## src/rtl/ir_cmd_pkg.sv

```systemverilog
// ir_cmd_pkg: shared definitions for the IR command stage.
//   - NEC key codes recognised by ir_cmd_ctrl
//   - motion command encoding driven to the motor controller
//   - FSM state type
//   - hold_cycles(): hold timeout in sys_clk cycles
package ir_cmd_pkg;

  localparam logic [7:0] K_FWD   = 8'h18;
  localparam logic [7:0] K_BWD   = 8'h52;
  localparam logic [7:0] K_LEFT  = 8'h08;
  localparam logic [7:0] K_RIGHT = 8'h5A;
  localparam logic [7:0] K_STOP  = 8'h1C;
  localparam logic [7:0] K_SPDUP = 8'h15;
  localparam logic [7:0] K_SPDDN = 8'h07;

  typedef enum logic [2:0] {
    M_STOP  = 3'd0,
    M_FWD   = 3'd1,
    M_BWD   = 3'd2,
    M_LEFT  = 3'd3,
    M_RIGHT = 3'd4
  } motion_t;

  typedef enum logic {
    IDLE = 1'b0,
    RUN  = 1'b1
  } state_t;

  function automatic int unsigned hold_cycles(input int unsigned clk_freq,
                                              input int unsigned hold_ms);
    return clk_freq / 1000 * hold_ms;
  endfunction

  function automatic logic is_motion_key(input logic [7:0] code);
    return (code == K_FWD) || (code == K_BWD) ||
           (code == K_LEFT) || (code == K_RIGHT);
  endfunction

  function automatic motion_t key_to_motion(input logic [7:0] code);
    case (code)
      K_FWD:   return M_FWD;
      K_BWD:   return M_BWD;
      K_LEFT:  return M_LEFT;
      K_RIGHT: return M_RIGHT;
      default: return M_STOP;
    endcase
  endfunction

endpackage

```

## src/rtl/hold_timer.sv

```systemverilog
// hold_timer: loadable down-counter that times how long a held key stays alive.
//   clk     : clock, rising edge
//   rst     : asynchronous active-high reset, counter to 0
//   load    : reload the counter to CYCLES-1
//   expired : high while the counter is 0
// Without load the counter decrements and rests at 0.
module hold_timer #(
  parameter int unsigned CYCLES = 20
) (
  input  logic clk,
  input  logic rst,
  input  logic load,
  output logic expired
);

  localparam int unsigned W = (CYCLES > 1) ? $clog2(CYCLES + 1) : 1;

  logic [W-1:0] cnt;

  always_ff @(posedge clk or posedge rst) begin
    if (rst) begin
      cnt <= '0;
    end else if (load) begin
      cnt <= W'(CYCLES - 1);
    end else if (cnt != '0) begin
      cnt <= cnt - W'(1);
    end
  end

  assign expired = (cnt == '0);

endmodule

```

## src/rtl/ir_cmd_ctrl.sv

```systemverilog
// ir_cmd_ctrl: turns decoded NEC key frames into a held motion command and a
// speed level for the motor controller.
//   sys_clk   : clock, rising edge
//   sys_rst   : asynchronous active-high reset
//   data_en   : one-cycle strobe, new frame key code on data
//   data      : key code
//   repeat_en : one-cycle strobe, NEC repeat frame received
//   motion    : current motion command (ir_cmd_pkg::motion_t encoding)
//   speed_lvl : speed level 0..3
//   active    : high while a motion command is held (state RUN)
//   cmd_valid : one-cycle pulse whenever motion or speed_lvl changes
module ir_cmd_ctrl
  import ir_cmd_pkg::*;
#(
  parameter int unsigned CLK_FREQ = 50_000_000,
  parameter int unsigned HOLD_MS  = 120
) (
  input  logic       sys_clk,
  input  logic       sys_rst,
  input  logic       data_en,
  input  logic [7:0] data,
  input  logic       repeat_en,
  output logic [2:0] motion,
  output logic [1:0] speed_lvl,
  output logic       active,
  output logic       cmd_valid
);

  localparam int unsigned HOLD_CYC = hold_cycles(CLK_FREQ, HOLD_MS);

  state_t     state_q, state_d;
  motion_t    motion_q, motion_d;
  logic [1:0] speed_q, speed_d;
  logic       cmd_valid_q, cmd_valid_d;
  logic       load;
  logic       expired;

  hold_timer #(
    .CYCLES(HOLD_CYC)
  ) u_hold_timer (
    .clk     (sys_clk),
    .rst     (sys_rst),
    .load    (load),
    .expired (expired)
  );

  always_ff @(posedge sys_clk or posedge sys_rst) begin
    if (sys_rst) begin
      state_q     <= IDLE;
      motion_q    <= M_STOP;
      speed_q     <= 2'd1;
      cmd_valid_q <= 1'b0;
    end else begin
      state_q     <= state_d;
      motion_q    <= motion_d;
      speed_q     <= speed_d;
      cmd_valid_q <= cmd_valid_d;
    end
  end

  always_comb begin
    state_d  = state_q;
    motion_d = motion_q;
    speed_d  = speed_q;
    load     = 1'b0;

    // data_en wins over a coincident repeat_en; repeats only matter in RUN.
    if (data_en) begin
      if (is_motion_key(data)) begin
        motion_d = key_to_motion(data);
        state_d  = RUN;
        load     = 1'b1;
      end else if (data == K_STOP) begin
        motion_d = M_STOP;
        state_d  = IDLE;
      end else if (data == K_SPDUP) begin
        if (speed_q != 2'd3) speed_d = speed_q + 2'd1;
      end else if (data == K_SPDDN) begin
        if (speed_q != 2'd0) speed_d = speed_q - 2'd1;
      end
    end else if (repeat_en && (state_q == RUN)) begin
      load = 1'b1;
    end

    // Speed keys and unknown codes are not reloads, so a timeout can land on
    // the same cycle as a speed step.
    if ((state_q == RUN) && (state_d == RUN) && !load && expired) begin
      motion_d = M_STOP;
      state_d  = IDLE;
    end

    cmd_valid_d = (motion_d != motion_q) || (speed_d != speed_q);
  end

  assign motion    = motion_q;
  assign speed_lvl = speed_q;
  assign active    = (state_q == RUN);
  assign cmd_valid = cmd_valid_q;

endmodule

```

## config.mk

```make
export PLATFORM = sky130hd
export DESIGN_NAME = ir_cmd_ctrl
export DESIGN_NICKNAME = d
export VERILOG_FILES = /design/src/rtl/ir_cmd_pkg.sv /design/src/rtl/hold_timer.sv /design/src/rtl/ir_cmd_ctrl.sv
export SDC_FILE = /design/constraint.sdc
export NUM_CORES = 1
export LEC_CHECK = 0
export ABC_AREA = 1
export BUFFER_PORTS_ARGS = -buffer_cell sky130_fd_sc_hd__clkbuf_2
export CELL_PAD_IN_SITES_DETAIL_PLACEMENT = 1
export CELL_PAD_IN_SITES_GLOBAL_PLACEMENT = 1
export CORE_UTILIZATION = 28
export CTS_BUF_LIST = sky130_fd_sc_hd__clkbuf_8
export DETAILED_ROUTE_END_ITERATION = 16
export GPL_TIMING_DRIVEN = 0
export PLACE_DENSITY_LB_ADDON = 0.1
export SLEW_MARGIN = 15
export SYNTH_ARGS = -nofsm -noshare
export SYNTH_HDL_FRONTEND = slang
export SYNTH_HIERARCHICAL = 1
export SYNTH_SLANG_ARGS = --single-unit
```

## constraint.sdc

```tcl
create_clock -name sys_clk -period 2.6 [get_ports sys_clk]
set_input_delay 0.26 -clock sys_clk [delete_from_list [all_inputs] [get_ports sys_clk]]
set_output_delay 0.26 -clock sys_clk [all_outputs]
set_load 0.05 [all_outputs]
```

==> results list, run 1 <==
* Outcome: finished, final reports clean
- The number of different library cells used by synthesis comes to 28.
* Proportion of power drawn by flip-flops and latches: between 40 and 50%
- The final hold violation count came to 0.
- Sequential element share of the synthesized area: a little over a third
- I/O pin cnt: 19
* Tightest Pin Transition: about 920 ps
- For met1 alone, demand over resource in global routing was roughly 26%.
* Placeable Area: about 7300 sq um
- Data on the critical path is required at its endpoint by approximately 2800 ps.
* VDD IR-drop max: approximately 0.25 mV
- Timing would allow up to between 0.4 and 0.5 GHz.
* Total wirelength of the detailed-routed design: 5.88 mm
- Setup violations remaining at the end of the flow were counted as 0.
* Final count of pins violating max slew: 0
* Cell count after placement: between 400 and 500
- Headroom to the max-slew limit came out at between 30% and 40%.
- The finished layout holds between 400 and 500 standard cells, fillers aside.
- Post-layout minimum cycle time: 2270 ps
- The critical path is of the flop to flop type.
* Switching Share: a little over a third
- GPL Wtd Cong: between 0.7 and 0.8
* CTS tree: done
- ANT nets after route: 0
- In this run the worst path has a maximum fanout of 6.
- Counting every instance in the synthesized netlist gives roughly 320.
* Met2 usage in global routing: 25.1%
* Layout Area Growth over Synthesis: 14.7%
- The via count of the first global-routing pass was between 2000 and 2500.
* Share of the synthesized area in the top cell type: between 30% and 40%
- Reg2reg path depth: 13
- Startpoint types: flop
- Min-Delay Path Depth: 2
- At the worst endpoint, the arrival time is about 2400 ps.
* Starting DRT DRC Count: 42
- Top cells by instance count after synthesis: nand2_1, nor2_1, inv_1
- Crit Reg-Reg Startpoint: u_hold_timer/cnt[0]
- Summed over all cells, the static leakage comes to between 0.001 and 0.0015 uW.
- Summing all flip-flop and latch instances after layout gives between 700 and 800 sq um.
- Warnings, synthesis: 6
- Setup repair after global routing missed its margin: false
- Max-cap violation count: 0
- The synthesized design contains 0 enable-type register cells.
- In this run the horizontal extent of the chip is 89.0 microns.
- In this run, CTS created clock tree buffers numbering 5.
* Overflow left after global routing: 0
- Worst reg2reg endpoint: cmd_valid
- Overall global routing resource usage: between 10% and 20%
- Sum Neg Setup Slack: 0 ps
- For this configuration, the core starts out at a cell density of between 20% and 30%.
- STA classifies the critical path endpoint as a flop.
* Fin crit share: a little under 90%
- Switching power: 432 uW
- The worst hold path begins at data_en.
- Dividing the detail-routed via count by the number of cells gives approximately 4.6.
* Worst hold path type: primary input to flop
- Initial antenna violation count: 0
- Counting every net in the synthesized netlist gives 329.
- Sinks on the clock net: 30
- In this run the cell area of the synthesized design comes to around 2100 sq um.
* Worst Skew: approximately 6.2 ps
- Core Rows: 31
- Wire length of the first global-routing pass: 10.1 mm
* Internal power of the cells: ~810 uW
- Summing all multi-input logic gate instances after layout gives ~1200 sq um.
- Share of synthesized flip-flops with an asynchronous set or reset: 100%
* Detailed-route wire length per cell: around 13 microns
* Average cell area after synthesis: ~6.7 sq um
- Combinational power share: between 20% and 30%
* Leading cell types by total area after synthesis: dfrtp_1, nand2_1, nor2_1
- Summed over all nets, the half-perimeter wirelength after detailed placement is roughly 4.7 mm.
- R2R setup slack: about 330 ps
- CTS built an H-tree with a depth of 2.
* Cells resized by post-CTS repair: 0
- Root Driver: clkbuf_8
- In this run the most used layer during global routing was met1.
- Synthesis inferred 30 register bits.
- Clock latency on the worst-skew pair, taken at its later pin, is about 290 ps.
* Clk slew on worst S/H paths: roughly 70 ps
* NumNets Final: about 350
- In the global route stage, met3 resource usage came out at between 3 and 4%.
- In the routed design, unresolved DRC markers number 0.
- Worst Hold Path EP: active
* Number of fill cells: 980
* Most frequently used cell type in the post-synthesis netlist: nand2_1
- Largest net degree at the start of global routing: 24
- Total die area: a little under 8000 sq um
- The share of total power dissipated in the clock network is between 30% and 40%.
* Cell taking the most area after synthesis: dfrtp_1
- The first detailed-routing pass ran for 4 iterations.
- Most instantiated flip-flop cell in the synthesis netlist: dfrtp_1
* Total inserted antenna cells: 0
* Quantity of I/O buffers inserted on ports: 17
* Pwr dens: around 500 nW/um^2
* Maximum clock insertion buffer count: 2
- The post-route netlist has between 15 and 20% of its cells at a drive strength greater than 1.
* Die Height: 89.0 microns
- The detailed router placed ~2000 vias in this run.
kinds of logic (layout without fill, tap and decap cells):
| family | Yosys count | count (layout) | synth area share, % |
|---|---|---|---|
| AOI/OAI and AO/OA | 28 | 28 | 7.62 |
| xor gates and xnor gates | 4 | 4 | 1.66 |
| adders and majority gates | 1 | 1 | 0.591 |
| buffers and inverters | 48 | 74 | 9.22 |
| DFF | 30 | 30 | 35.5 |
| and+or+nand+nor | 205 | 205 | 45.4 |
cell usage in the layout (no fill, tap or decap):
cell type,Yosys,final
buf_6,2,2
a21o_1,2,2
clkbuf_8,0,6
nand4_1,6,6
nor3_1,4,4
dfrtp_1,29,29
nand3b_1,3,3
xnor2_1,2,2
o211a_1,1,1
dfstp_2,1,1
a32oi_1,1,1
clkinv_2,0,1
nand2_1,78,78
clkbuf_1,2,2
nand3_4,2,2
nand2_4,1,1
xor2_1,2,2
o211ai_1,2,2
o21ai_0,9,9
clkbuf_2,0,17
nand2_2,7,7
o21ai_1,2,2
inv_1,39,40
a21oi_1,10,10
ha_1,1,1
nor2_2,13,13
o21bai_1,1,1
dlygate4sd3_1,0,1
inv_2,5,5
nand3_1,30,30
nor2_4,5,5
nor2_1,56,56
area by class of cell:
class | count | area share, %
timing repair buffer | 18 | 3.92
multi-input combinational | 238 | 48.2
sequential | 30 | 31.0
tap | 99 | 5.10
buffer | 4 | 1.24
clock buffer | 6 | 3.40
clock inverter | 2 | 0.361
inverter | 44 | 6.80
per-layer routing:
| layer | wire, microns | vias up |
|---|---|---|
| met1 | 3200 | 967 |
| met2 | 2480 | 15 |
| met4 | 83 | 0 |
| met3 | 118 | 6 |
| li1 | - | 1045 |
| met5 | 0 | - |
power by group through the flow:
| stage | Clock (uW) | Combinational, uW | Sequential (uW) |
|---|---|---|---|
| finish | 391 | 298 | 558 |
| global route | 428 | 344 | 565 |
| CTS | 413 | 305 | 559 |
| detailed placement | 0 | 301 | 568 |
| global placement | 0 | 298 | 567 |
| floorplan | 0 | 161 | 625 |
stage by stage:
stage | hold slack [ps] | cell area (sq um) | util, % | setup WS (ps) | total power (uW)
2_1_floorplan | 62.7 | 2120 | - | 705 | 786
3_3_place_gp | 207 | 2330 | 31.9 | 316 | 864
3_5_place_dp | 212 | 2330 | 31.9 | 313 | 869
4_1_cts | 260 | 2430 | 33.3 | 293 | 1280
5_1_grt | 276 | 2430 | 33.3 | 78.9 | 1340
6_report | 270 | 2430 | 33.3 | 329 | 1250
worst max-delay path by stage:
stage	from	endpoint	slack [ps]	cells after the start
detailed placement	u_hold_timer/cnt[0]	cmd_valid	310	13
floorplan	u_hold_timer/cnt[0]	cmd_valid	700	13
CTS	u_hold_timer/cnt[0]	cmd_valid	290	13
global route	u_hold_timer/cnt[0]	cmd_valid	80	13
finish	u_hold_timer/cnt[0]	cmd_valid	330	13
global placement	u_hold_timer/cnt[0]	cmd_valid	320	13
timing repair:
item / 4_1_cts / 5_1_grt
hold endpoints to repair: 6 / 0
hold buffers: 1 / 0
setup buffers: 0 / 0
setup endpoints to repair: 0 / 0
sequential cells by signal, indices dropped and copies added, names as in the netlist:
signal and flops:
speed_lvl 2, motion 3, active 1, u_hold_timer/cnt 23
cmd_valid 1
worst max-delay path, stage by stage, from the launching register on:
cell     delay (ps)
dfrtp_1         380
inv_1           150
ha_1            330
nand2_2         150
nor2_4          170
nand3_4         130
inv_1           160
inv_1            90
nor2_4          120
nand3_4         120
nand2_2         110
nor2_1           50
nor2_1          100
nand3_1          70
Note: power is estimated with default switching activity, not from simulation.
==> run 2: changes to the inputs <==
ABC_AREA = default   (was 1)
SKIP_LAST_GASP = 1   (was default)
==> results list, run 2 <==
- XOR/XNOR share of the synthesized area: 0%
* Core Rows: 30
* GPL Wtd Cong: 0.783
- Leading cell types by total area after synthesis: dfrtp_1, mux2i_1, nor2_1
* Final count of hold timing violations: 0
- Worst hold path type: primary input to flop
* Detailed-route wire length per cell: ~15 microns
- Wire length of the first global-routing pass: between 9 and 10 mm
- The share of total power dissipated in sequential elements is around 50%.
- After the first detailed-routing iteration, the DRC count stood at 52.
- R2R setup slack: 360 ps
- Overall global routing resource usage: about 16%
- Share of the synthesized area in the top cell type: 36.7%
- Quantity of I/O buffers inserted on ports: 17
- Total die area: 7400 sq um
- Clk slew on worst S/H paths: 80 ps
* Top cells by instance count after synthesis: dfrtp_1, nor2_1, nand2_1
- Most frequently used cell type in the post-synthesis netlist: dfrtp_1
- In this run the mean area of a mapped cell was ~8.8 sq um.
* DRT Pass-1 Iters: 4
* Cell taking the most area after synthesis: dfrtp_1
* Via count normalized by instance count: around 5.1
- The net count of the finished layout is about 270.
- Per report_power, the clock group accounts for 27.3% of the total.
- The worst hold path passes through 3 cells.
- Leaving out fill and tap cells, the most frequent cell in the layout is dfrtp_1.
- Along the worst path, the maximum fanout reaches 4.
* Max-cap violation count: 0
* Largest net degree at the start of global routing: 24
* Overflow left after global routing: 0
- Setup repair after global routing missed its margin: false
* Highest attainable clock frequency: 0.446 GHz
- CTS tree: done
* Layout Area Growth over Synthesis: 17.0%
- On the final layout, the worst hold slack is 270 ps.
- Dominant combinational cell family by area after synthesis: simple AND/OR/NAND/NOR gates
- The worst hold path terminates at motion[0].
- Unique cell type count in the Yosys netlist: 53
* Die X: 86.1 microns
- Sequential element share of the synthesized area: around two fifths
- The count of nets left with antenna violations once routing finished came out at 0.
* Critical path arrival: approximately 2500 ps
- Placeable Area: ~6800 sq um
* Share of synthesized cell area in and, or, nand and nor gates: 34.4%
- VDD IR-drop max: ~0.28 mV
* Post-Syn Nets: 237
- Root Driver: clkbuf_8
* Total half-perimeter wirelength after legalization and detailed placement: between 3 and 4 mm
- Fraction of synthesized area in multiplexers: under 10%
- The clock drives 30 sinks.
- After detailed placement, the design holds a cell count of roughly 340.
- Min-delay src: data_en
- Fraction of final layout cells with drive strength greater than 1: between 10% and 20%
* Tightest Pin Transition: 950 ps
- The worst setup path is of the flop to flop kind.
* Startpoint types: flop
- Excluding fillers, the count of instances in the completed layout stands at ~350.
* Total wirelength of the detailed-routed design: about 5.4 mm
- Yosys printed 6 warnings.
- Effective utilization at floorplan: just under 30%
- Element type at the critical path end: flop
* H-tree depth reported by CTS: 2
- In this run the critical register-to-register path is captured at cmd_valid.
- The synthesized netlist devotes approximately 16% of its cell area to compound gates.
* Register bank with the most flops: u_hold_timer/cnt
- Worst Skew: approximately 11 ps
- Max-Slew Margin vs Limit: a little over a third
* Post-route DRC violation count: 0
- Switching power: roughly 530 uW
- Pwr dens: roughly 630 nW/um^2
* Combinational power share: 24.1%
- The initial antenna violation count was 0.
* Total clock buffers created by CTS: 5
- Fin crit share: 86.3%
- Most instantiated flip-flop cell in the synthesis netlist: dfrtp_1
- At the end of the flow the core is filled with cells to 34.1%.
- Counting flops and latches in the post-synthesis netlist gives 30.
- The count of final max-slew check failures came to 0.
- The number of cells on the worst reg-to-reg path is 10.
* Leakage: roughly 0.00090 uW
- The register with the most flip-flops in the layout has 23 of them.
- Maximum clock insertion buffer count: 2
- The startpoint identified for the worst register-to-register timing path is u_hold_timer/cnt[0].
- Post-synthesis instance area: between 1500 and 2000 sq um
- Sum Neg Setup Slack: 0 ps
- Vias in the first global route: approximately 1800
* Gate count after technology mapping: about 220
* Final number of setup-violating endpoints: 0
- Share of synthesized flip-flops with an asynchronous set or reset: 100%
* Outcome: finished, final reports clean
- Number of fill cells: 810
- In the layout the commonest cells are dfrtp_1, nor2_1, nand2_1.
* Post-layout minimum cycle time: 2240 ps
- Number of vias after detailed routing: approximately 1800
- CP required: 2820 ps
* Total inserted antenna cells: 0
- Of the total power, the share spent switching nets is between 30% and 40%.
- Internal power of the cells: between 900 and 1000 uW
- 19 I/O pins were placed.
- Area share of fa/ha/maj cells after synthesis: less than 1%
* EDFF count, synth: 0
- The die is about 86 microns tall.
- For the worst-skew pair, the clock arrives at the later sink with an insertion delay of approximately 290 ps.
-- run 2: power by group through the flow --
stage / combinational (uW) / clock, uW / sequential, uW
4_1_cts: 353 / 426 / 707
5_1_grt: 396 / 439 / 724
2_1_floorplan: 242 / 0 / 713
3_3_place_gp: 340 / 0 / 713
6_report: 350 / 397 / 707
3_5_place_dp: 350 / 0 / 715
-- run 2: repair_timing --
| action | 4_1_cts | 5_1_grt |
|---|---|---|
| hold endpoints to repair | 6 | 0 |
| resized for setup | 0 | 1 |
| setup buffers | 0 | 3 |
| hold buffers | 1 | 0 |
| endpoints found under the setup margin | 0 | 11 |
-- run 2: how the worst max path moves through the flow --
stage / from / endpoint / slack [ps] / depth (start not counted)
2_1_floorplan: data[0] / u_hold_timer/cnt[10] / 660 / 8
3_5_place_dp: data[0] / u_hold_timer/cnt[5] / -190 / 9
6_report: u_hold_timer/cnt[0] / cmd_valid / 360 / 10
3_3_place_gp: data[0] / u_hold_timer/cnt[8] / -230 / 9
5_1_grt: u_hold_timer/cnt[0] / cmd_valid / 70 / 10
4_1_cts: data[0] / u_hold_timer/cnt[5] / 110 / 9
-- run 2: final cells by class --
type | instances | area (sq um) | share of cell area [%]
buffer | 9 | 50.0 | 2.16
inverter | 8 | 30.0 | 1.30
multi-input combinational | 177 | 1150 | 49.8
clock buffer | 6 | 82.6 | 3.57
sequential | 30 | 752 | 32.5
clock inverter | 2 | 8.76 | 0.379
timing repair buffer | 21 | 118 | 5.08
tap | 96 | 120 | 5.19
-- run 2: worst max-delay path, stage by stage (launching register included) --
cell,delay [ps]
dfrtp_1,420
inv_1,90
ha_1,240
nor4b_4,310
nand4_1,160
nor2_1,160
nand2_1,80
a21oi_1,170
a21oi_1,90
a221oi_1,280
or4_1,170
-- run 2: kinds of logic after synthesis --
kind of cell | after synthesis
simple gates | 114
flops | 30
buf+inv | 17
fa+ha+maj | 1
compound gates | 49
mux | 13
-- run 2: layer usage --
layer  share of wire (%)  up-vias  global-route usage [%]
met5                   0        -                       0
met4                 1.2        0                    5.91
met3                 2.0        4                    2.89
met2                  43       18                    23.2
met1                  54      868                    23.9
li1                    -      880                       -
-- run 2: through the flow --
stage                     setup WS (ps)  total power [uW]  cell area [sq um]
after global placement             -233              1050               2180
after global routing               66.6              1560               2310
after CTS                           111              1490               2280
after detailed placement           -189              1060               2180
final                               357              1450               2310
after floorplan                     663               955               1980
==> run 3: changes to the inputs <==
MAX_ROUTING_LAYER = met4   (was default)
==> results list, run 3 (same netlist as run 2, synthesis figures left out) <==
* Outcome: finished, final reports clean
- The worst setup path is of the primary input to flop kind.
- Final count of pins violating max slew: 0
- Worst Setup Slack post-DPL: -189 ps
- Quantity of I/O buffers inserted on ports: 17
* Worst hold path type: primary input to flop
* I/O pin cnt: 19
- Setup repair after global routing missed its margin: false
* Number of vias after detailed routing: 1763
* Wire length of the first global-routing pass: 9.20 mm
- Clock-pin slew was measured on the worst setup and hold paths at 70 ps.
* Fraction of final layout cells with drive strength greater than 1: just under 20%
- VDD IR-drop max: 0.274 mV
- In this run the deepest clock path goes through 2 buffers.
* Initial antenna violation count: 0
- Derived from the worst setup path, the maximum achievable clock frequency is ~0.45 GHz.
- The die is 86.1 microns wide.
- In this run the core area contains 30 standard-cell rows.
* Clock latency on the worst-skew pair: a little under 300 ps
- For this design the ratio of total power to cell area is 630 nW/um^2.
* Switching Share: 36.7%
- The root buffer cell chosen for the clock tree is clkbuf_8.
* Flip-flop count of the largest register, all copies and words added: 23
- The routed design has between 5 and 6 mm of wire.
* Fin util: 34.1%
- Layout Area Growth over Synthesis: 17.0%
- On the final layout, the worst hold slack is approximately 270 ps.
- The via count of the first global-routing pass is 1795.
- The count of nets left with antenna violations once routing finished came out at 0.
- GPL Wtd Cong: between 0.7 and 0.8
- Detailed-route wire length per cell: roughly 16 microns
- The worst path meets setup with between 300 and 400 ps of slack.
- Post-route DRC violation count: 0
* Total clock buffers created by CTS: 5
* Sinks on the clock net: 30
- Via count normalized by instance count: around 5.1
- Register bank with the most flops: u_hold_timer/cnt
- The die covers 7400 sq um.
- In the layout the commonest cells are dfrtp_1, nor2_1, nand2_1.
- Worst Skew: 11.5 ps
- The analysis attributes to cell leakage a power of 0.000903 uW.
* Final count of hold timing violations: 0
- Fin crit share: a little under nine tenths
- For the pin with the worst max-slew slack, the measured transition is between 900 and 1000 ps.
- Placeable Area: 6790 sq um
* Post-layout minimum cycle time: ~2200 ps
- Effective utilization at floorplan: 29.1%
- The worst setup path is captured at a flop.
* H-tree depth reported by CTS: 2
- Number of fill cells: 810
- Summed over all nets, the switching power comes to ~530 uW.
- Max-Slew Margin vs Limit: around 37%
- Overall power consumption: about 1500 uW
* Overall global routing resource usage: approximately 17%
* Critical-path maximum fanout: 10
- Setup violations remaining at the end of the flow were counted as 0.
* Die Height: 86.1 microns
- Max-cap violations in this run came to 0.
- Most common cell after layout, fill and taps aside: dfrtp_1
- 0 antenna diodes ended up in the layout.
- Overflow left after global routing: 0
- CTS tree: done
- Combinational cells account for a little under a quarter of the total power.
- The internal portion of the total power is 923 uW.
- At the end of the flow, the number of nets in the layout was around 270.
- Startpoint types: primary input
* Total half-perimeter wirelength after legalization and detailed placement: roughly 4 mm
- DRT Pass-1 Iters: 4
- Data on the critical path arrives at its endpoint at between 2000 and 2500 ps.
* Proportion of power drawn by flip-flops and latches: 48.5%
- In this run, the number of DRC markers left after iteration 0 of detailed routing was 60.
- Entering global routing, the biggest net connects 24 pins.
- The share of total power dissipated in the clock network is approximately 28%.
- For the worst setup path, the data required time is approximately 2800 ps.
## run 3: cell counts in the layout (fill, tap and decap cells not counted)
Identical to the previous run, type by type.
## run 3: metrics by stage
step | std cells | instance area [sq um] | setup TNS, ps
2_1_floorplan | 224 | 1980 | 0
3_3_place_gp | 337 | 2180 | -1940
3_5_place_dp | 337 | 2180 | -1480
4_1_cts | 346 | 2280 | 0
5_1_grt | 349 | 2310 | 0
6_report | 349 | 2310 | 0
## run 3: repair_timing
action	in CTS	in global routing
hold endpoints to repair	6	0
hold buffers	1	0
endpoints found under the setup margin	0	11
gates resized for setup	0	1
buffers inserted	0	3
## run 3: power by group through the flow
| stage | Combinational, uW | Clock [uW] | Sequential (uW) |
|---|---|---|---|
| 5_1_grt | 396 | 443 | 724 |
| 4_1_cts | 353 | 426 | 707 |
| 3_3_place_gp | 340 | 0 | 713 |
| 3_5_place_dp | 350 | 0 | 715 |
| 2_1_floorplan | 242 | 0 | 713 |
| 6_report | 349 | 401 | 707 |
## run 3: worst max-delay path, cell delays in order
cell and delay [ps]:
clkbuf_2 100, nor4_2 440, and2_2 270, nand2_1 80
o21ai_0 140, clkbuf_1 420, clkbuf_1 510, nor2_1 90
mux2i_1 140
## run 3: worst paths after layout
path / cells after the start / startpoint / end / slack [ps]
setup / recovery: 9 / data[0] / u_hold_timer/cnt[4] / 350
hold / removal: 3 / data_en / motion[0] / 270
setup reg to reg: 10 / u_hold_timer/cnt[0] / cmd_valid / 360
hold reg to reg: 1 / u_hold_timer/cnt[22] / u_hold_timer/cnt[22] / 550
max in group asynchronous: 3 / sys_rst / u_hold_timer/cnt[4] / 1290
min in group asynchronous: 3 / sys_rst / motion[1] / 460
## run 3: per-layer routing
metal	up-vias	share of wire, %	track usage, %	routed length, microns
met5	-	0	-	0
met3	4	1.8	4.04	98
met4	0	1.1	4.55	57
met1	864	54	23.9	2940
li1	884	-	-	-
met2	11	43	23.1	2320
## run 3: final cells by class
type / count / area (sq um) / area share (%)
multi-input cells: 177 / 1150 / 49.8
well taps: 96 / 120 / 5.19
inverters: 8 / 30.0 / 1.30
flip-flops and latches: 30 / 752 / 32.5
repair buffers: 21 / 118 / 5.08
clock buffers: 6 / 82.6 / 3.57
plain buffers: 9 / 50.0 / 2.16
clock inverters: 2 / 8.76 / 0.379
